[src/rtl/clk_meas_pkg.sv]
`default_nettype none
// ==========================================================================
// clk_meas_pkg: shared state encoding and default width for clk_period_meter
// rev 1.0
// ==========================================================================
package clk_meas_pkg;

  localparam int CNT_W_DEF = 32;

  typedef enum logic [1:0] {
    ST_IDLE  = 2'd0,
    ST_FIRST = 2'd1,
    ST_RUN   = 2'd2
  } state_t;

endpackage
`default_nettype wire

[src/rtl/edge_sync.sv]
`default_nettype none
// ==========================================================================
// edge_sync: meas_in synchronizer chain plus delay flop for edge detection
// rev 1.0
// ==========================================================================
module edge_sync #(
  parameter int SYNC_STAGES = 2
) (
  input  logic clk,
  input  logic rst,
  input  logic meas_in,
  output logic s,
  output logic rise,
  output logic fall
);

  logic [SYNC_STAGES-1:0] r_chain;
  logic                   r_prev;

  generate
    if (SYNC_STAGES == 1) begin : g_single
      always_ff @(posedge clk) begin
        if (rst) r_chain <= '0;
        else     r_chain <= meas_in;
      end
    end else begin : g_multi
      always_ff @(posedge clk) begin
        if (rst) r_chain <= '0;
        else     r_chain <= {r_chain[SYNC_STAGES-2:0], meas_in};
      end
    end
  endgenerate

  always_ff @(posedge clk) begin
    if (rst) r_prev <= 1'b0;
    else     r_prev <= s;
  end

  assign s    = r_chain[SYNC_STAGES-1];
  assign rise = s & ~r_prev;
  assign fall = ~s & r_prev;

endmodule
`default_nettype wire

[src/rtl/clk_period_meter.sv]
`default_nettype none
// ==========================================================================
// clk_period_meter: measures high/low/period of a slow input in clk cycles
// rev 1.0
// ==========================================================================
module clk_period_meter
  import clk_meas_pkg::*;
#(
  parameter int          CNT_W       = CNT_W_DEF,
  parameter int          SYNC_STAGES = 2,
  parameter int unsigned TIMEOUT     = 32'hFFFFFF,
  parameter int          LOCK_CNT    = 4,
  parameter int unsigned TOL         = 0
) (
  input  logic           clk,
  input  logic           rst,
  input  logic           en,
  input  logic           meas_in,
  output logic [CNT_W-1:0] high_cnt,
  output logic [CNT_W-1:0] low_cnt,
  output logic [CNT_W:0]   period_cnt,
  output logic           meas_valid,
  output logic           locked,
  output logic           timeout
);

  localparam logic [CNT_W-1:0] c_TIMEOUT = CNT_W'(TIMEOUT);
  localparam logic [CNT_W:0]   c_TOL     = (CNT_W+1)'(TOL);
  localparam logic [3:0]       c_LOCK    = 4'(LOCK_CNT);

  state_t             r_state, w_state_nxt;
  logic [CNT_W-1:0]   r_seg, w_seg_inc, r_high_cap;
  logic [CNT_W:0]     r_prev_period, w_period_new, w_diff;
  logic [3:0]         r_match_cnt, w_match_nxt;
  logic               r_have_high, r_have_prev;
  logic               w_s, w_rise, w_fall, w_edge, w_tmo, w_publish;

  edge_sync #(
    .SYNC_STAGES (SYNC_STAGES)
  ) u_sync (
    .clk     (clk),
    .rst     (rst),
    .meas_in (meas_in),
    .s       (w_s),
    .rise    (w_rise),
    .fall    (w_fall)
  );

  assign w_edge       = w_rise | w_fall;
  assign w_seg_inc    = r_seg + CNT_W'(1);
  // An edge in the timeout cycle closes the level normally instead.
  assign w_tmo        = en && !w_edge && (w_seg_inc == c_TIMEOUT);
  assign w_period_new = (CNT_W+1)'(r_high_cap) + (CNT_W+1)'(w_seg_inc);
  assign w_diff       = (w_period_new >= r_prev_period) ? (w_period_new - r_prev_period)
                                                        : (r_prev_period - w_period_new);

  always_comb begin
    w_state_nxt = r_state;
    w_publish   = 1'b0;
    if (!en || w_tmo) begin
      w_state_nxt = ST_IDLE;
    end else begin
      case (r_state)
        ST_IDLE:  if (w_edge) w_state_nxt = ST_FIRST;
        ST_FIRST: if (w_edge) w_state_nxt = ST_RUN;
        ST_RUN:   w_publish = w_rise && r_have_high;
        default:  w_state_nxt = ST_IDLE;
      endcase
    end
  end

  // The first period after IDLE only seeds the comparison.
  always_comb begin
    w_match_nxt = '0;
    if (!r_have_prev)
      w_match_nxt = r_match_cnt;
    else if (w_diff <= c_TOL)
      w_match_nxt = (r_match_cnt == c_LOCK) ? r_match_cnt : r_match_cnt + 4'd1;
  end

  always_ff @(posedge clk) begin
    if (rst) begin
      r_state       <= ST_IDLE;
      r_seg         <= '0;
      r_high_cap    <= '0;
      r_have_high   <= 1'b0;
      r_prev_period <= '0;
      r_have_prev   <= 1'b0;
      r_match_cnt   <= '0;
      high_cnt      <= '0;
      low_cnt       <= '0;
      period_cnt    <= '0;
      meas_valid    <= 1'b0;
      locked        <= 1'b0;
      timeout       <= 1'b0;
    end else begin
      r_state    <= w_state_nxt;
      meas_valid <= w_publish;

      if (!en || w_edge)          r_seg <= '0;
      else if (r_seg != c_TIMEOUT) r_seg <= w_seg_inc;

      if (!en || w_tmo || r_state == ST_IDLE) begin
        r_have_high <= 1'b0;
        r_have_prev <= 1'b0;
        r_match_cnt <= '0;
        locked      <= 1'b0;
        if (w_tmo) timeout <= 1'b1;
      end else begin
        if (w_edge && !w_s) begin
          r_high_cap  <= w_seg_inc;
          r_have_high <= 1'b1;
          if (r_state == ST_RUN) high_cnt <= w_seg_inc;
        end
        if (w_publish) begin
          high_cnt      <= r_high_cap;
          low_cnt       <= w_seg_inc;
          period_cnt    <= w_period_new;
          timeout       <= 1'b0;
          r_prev_period <= w_period_new;
          r_have_prev   <= 1'b1;
          r_match_cnt   <= w_match_nxt;
          locked        <= (w_match_nxt == c_LOCK);
        end
      end
    end
  end

endmodule
`default_nettype wire
[config.mk]
export PLATFORM = sky130hd
export DESIGN_NAME = clk_period_meter
export DESIGN_NICKNAME = d
export VERILOG_FILES = /design/src/rtl/clk_meas_pkg.sv /design/src/rtl/edge_sync.sv /design/src/rtl/clk_period_meter.sv
export SDC_FILE = /design/constraint.sdc
export NUM_CORES = 1
export LEC_CHECK = 0
export CELL_PAD_IN_SITES_DETAIL_PLACEMENT = 0
export CELL_PAD_IN_SITES_GLOBAL_PLACEMENT = 1
export CORE_AREA = 4 4 183 185
export CTS_BUF_LIST = sky130_fd_sc_hd__clkbuf_16
export DETAILED_ROUTE_END_ITERATION = 8
export DIE_AREA = 0 0 187 189
export GPL_ROUTABILITY_DRIVEN = 0
export PLACE_DENSITY_LB_ADDON = 0.15
export SLEW_MARGIN = 20
export SYNTH_ARGS = -nofsm -noshare
export SYNTH_HDL_FRONTEND = slang
export SYNTH_SLANG_ARGS = --single-unit
[constraint.sdc]
create_clock -name clk -period 6.55 [get_ports clk]
set_clock_uncertainty 0.05 [all_clocks]
set_input_delay 1.31 -clock clk [delete_from_list [all_inputs] [get_ports clk]]
set_output_delay 1.31 -clock clk [all_outputs]
set_load 0.01 [all_outputs]
==> results.txt <==
After clock tree synthesis, the clock-pin slew on the worst setup and hold paths is 0.07 ns. In this run, CTS created clock tree buffers numbering 17. The fraction of synthesized cell area taken by the top area cell type is 27.80%. Of all flip-flops after synthesis, the portion carrying an async set or reset was 0%. The critical path capture point type is a register. In the synthesized netlist, mux cells make up 0.8043% of the area.

After layout, the design draws a total of 2.336 mW. The initial utilization of the core area, before any placement, comes to 39.33%. By area, the combinational part of the netlist is dominated by compound AO/OA/AOI/OAI gates. At the worst endpoint, the arrival time is 6.70 ns.

The warning count from the yosys run came out at 0. For the highest clock rate, the log shows 157.1 MHz. The critical path buffer and inverter count was 4.

IR analysis of the VDD net gives a maximum drop of 0.1709 mV. The count of cells in the finished layout, fillers not included, comes to 2396. The total placed cells including tap cells came out at 2328. The run gives 0 as the hold violation total from the final report. Setup violations remaining at the end of the flow were counted as 0.

After synthesis the netlist holds a flip-flop and latch count of 175. The met2 routing resource usage after global routing came out at 38.74%. In this run the horizontal extent of the chip is 187 um. Summing the areas of all compound-gate instances in the mapped netlist gives 25.04% of the synthesized area. Via count of the first global-routing pass: 12300. In the global route stage, met1 resource usage came out at 30.90%.

For the wire length of the first global-routing pass, the log shows 66.81 mm. The number of nets in the final layout came out at 2087. The number of buffers between clock root and the deepest sink was 2; the first-iteration detailed-routing DRC count was 897. The later pin in the worst-skew pair is clocked with a latency of 0.45 ns. The run gives 4 as the CTS H-tree depth. sky130_fd_sc_hd__dfxtp_1 takes more of the synthesized area than any other cell. The tools report the number of antenna cells inserted as 0. The share of layout cells above drive strength 1 was 20.32%. For the data required time of the worst path, the log shows 6.88 ns. Buffers placed on the I/O ports in this run total 103. The detailed-route wire length per cell works out to 17.96 um. At the pin with the least slew margin, the transition time is 1.046 ns.

The synthesized area per cell is 7.443 um^2. After filler insertion, the fill cell instance count of the layout stands at 3169. Of all nets on the critical path, the largest fanout is 6. The number of buffers inserted by hold repair at cts was 0; the die area was 35340 um^2.

In the synthesized netlist the dominant register cell turns out to be sky130_fd_sc_hd__dfxtp_1. The busiest layer in global routing is met2. The synthesized netlist devotes 21.58% of its cell area to simple gates. The number of pins exceeding their max-slew limit in the final report was 0. The synthesized design contains 0 enable-type register cells.

The adder and majority cell fraction of the synthesized area came out at 10.58%. 104 I/O pins were placed. The sum of routed wire length over all layers came out at 43.02 mm. TritonCTS built the clock tree. Summed over all cells, the static leakage comes to 7.307 nW. Power spread over the standard cell area amounts to 138.1 nW/um^2. By area the synthesized netlist is led by sky130_fd_sc_hd__dfxtp_1 (28%), sky130_fd_sc_hd__ha_1 (10%), sky130_fd_sc_hd__a21oi_1 (7.9%). Counting every sink on the clock net gives 175.

The run finished with clean final reports. The path class of the lowest-slack min-delay path was register to register. Entering global routing, the biggest net connects 128 pins.

The worst register-to-register path begins at r_seg[1]. The worst-case hold slack is 0.4018 ns, and the number of maximum-capacitance violations is 0. Of the total synthesized cell area, the portion taken by XOR and XNOR cells is 7.368%. The run gives 0 as the initial antenna violation count. Root cell of the clock tree: sky130_fd_sc_hd__clkbuf_16. The count of unresolved DRC violations after routing was 0; the die height was 189 um. The synthesized netlist contains 77 unique library cells.

The floorplan step defined a core boundary enclosing 32040 um^2. The largest stage delay on the critical path is 0.45 ns, and the fraction of met3 tracks used by global routing is 3.687%. The kind of cell with the highest combined delay along the critical path is compound AO/OA/AOI/OAI gates.

The tools report the via count as 13200. Sequential cells were found to cover 27.80% of the synthesized design area. After layout, the worst path uses 97.18% of the clock period. Gate count of the mapped netlist: 1693. The kind of launch point of the worst setup path was a register. The most critical setup path has its startpoint at r_seg[1]. The global-route usage over all layers was 23.27%. The relative area change from synthesis to final layout was 34.31%; the final total negative setup slack was 0 ns.

Row generation in the floorplan step produced 66 rows. Once detail routing completed, the nets flagged for antenna violations numbered 0. The worst path in the final design needs a cycle of 6.365 ns, including I/O delays and setup. The remaining global-route overflow came out at 0. The slowest stage of the critical path is the sky130_fd_sc_hd__or4_4 cell.

The first TritonRoute pass finished after 5 iterations. The mapped netlist covers 12600 um^2. When the netlist entered floorplanning its net count stood at 1803.

Measured against its own limit, the worst slew margin works out to 29.54%. Worst hold path startpoint: u_sync.r_chain[0]. The half-perimeter wire length after placement came out at 32.50 mm. Dividing the detail-routed via count by the number of cells gives 5.507. By startpoint and endpoint, the worst setup path is classified as register to register. Among the stages of the critical path, the cell type that occurs most often is sky130_fd_sc_hd__nand4_1.
==> power breakdown <==
group          total (mW)  leakage, nW  switching [mW]  internal, mW
registers            1.07         1.42         0.00207          1.06
logic               0.203         5.60           0.121        0.0814
clock network        1.07        0.288           0.469         0.599
==> registers in the layout (all words and copies together) (netlist names), 2 cells and up <==
register        cells
r_high_cap         32
r_match_cnt         4
r_state             2
r_prev_period      33
low_cnt            32
r_seg              32
u_sync.r_chain      2
high_cnt           32
==> Yosys cell counts, drive strengths merged, types with 44 or more instances <==
library cell and count:
a211oi 46, dfxtp 175, clkbuf 71, nand3 44
inv 126, o21ai 58, a21o 49, xnor2 63
nand2 151, a21oi 200, ha 105, nor2 192
==> kinds of logic after synthesis <==
group | after synthesis
AND/OR/NAND/NOR | 572
AO/OA/AOI/OAI | 502
buffers and inverters | 222
flip-flops | 175
XOR/XNOR | 106
adder cells (fa/ha/maj) | 106
multiplexers | 10
==> worst register-to-register path, delay by kind of cell (launching register included) <==
| kind | cells | cell delay, ns |
|---|---|---|
| AOI/OAI and AO/OA | 11 | 2.25 |
| adders and majority gates | 2 | 0.54 |
| and+or+nand+nor | 11 | 2.22 |
| buffers and inverters | 4 | 0.51 |
| DFF | 1 | 0.36 |
| xor gates and xnor gates | 2 | 0.35 |
==> layout by cell type, fill, tap and decap left out, types with 15 or more instances in the layout <==
cell / instances
sky130_fd_sc_hd__dfxtp_1: 163
sky130_fd_sc_hd__nand3_1: 38
sky130_fd_sc_hd__clkbuf_16: 17
sky130_fd_sc_hd__nand4_1: 38
sky130_fd_sc_hd__a21oi_1: 183
sky130_fd_sc_hd__clkdlybuf4s50_1: 102
sky130_fd_sc_hd__nor3_1: 27
sky130_fd_sc_hd__nor2_1: 185
sky130_fd_sc_hd__xnor2_1: 55
sky130_fd_sc_hd__a21o_1: 49
sky130_fd_sc_hd__buf_4: 253
sky130_fd_sc_hd__inv_1: 124
sky130_fd_sc_hd__a211oi_1: 43
sky130_fd_sc_hd__o22ai_1: 30
sky130_fd_sc_hd__a31oi_1: 21
sky130_fd_sc_hd__a21oi_2: 15
sky130_fd_sc_hd__ha_1: 98
sky130_fd_sc_hd__o21ai_0: 45
sky130_fd_sc_hd__nand2_1: 149
sky130_fd_sc_hd__xor2_1: 38
sky130_fd_sc_hd__nand2b_1: 24
==> layer usage <==
layer | vias to the layer above | part of all wire, %
li1 | 6529 | -
met1 | 6245 | 46
met2 | 342 | 47
met3 | 79 | 4.5
met4 | 0 | 3.1
met5 | - | 0
==> final timing paths <==
path / end / slack [ns] / depth (start not counted)
hold / removal: u_sync.r_chain[1] / 0.40 / 1
hold reg to reg: u_sync.r_chain[1] / 0.40 / 1
setup / recovery: r_match_cnt[1] / 0.18 / 30
setup reg to reg: r_match_cnt[1] / 0.18 / 30
==> per-stage QoR <==
stage	util, %	worst slack [ns]	cell area, um^2
floorplan	-	0.01056	12620
global placement	48.27	-0.02933	15460
detailed placement	48.27	-0.1385	15460
CTS	50.51	0.004833	16180
global route	52.82	-0.1276	16920
finish	52.82	0.1848	16920
==> repair_timing <==
| item | CTS | global route |
|---|---|---|
| endpoints found under the setup margin | 5 | 5 |
| pin swaps | 5 | 49 |
| gates resized for setup | 13 | 117 |
| buffers inserted | 8 | 30 |
==> cell type report <==
type / instances / area (um^2) / share of cell area (%)
tap: 408 / 510.5 / 3.016
clock inverter: 13 / 163.9 / 0.9685
sequential: 175 / 3531 / 20.86
inverter: 126 / 476.7 / 2.817
clock buffer: 17 / 425.4 / 2.514
multi-input combinational: 1296 / 8811 / 52.06
timing repair buffer: 361 / 3005 / 17.76
Note: power is estimated with default switching activity, not from simulation.
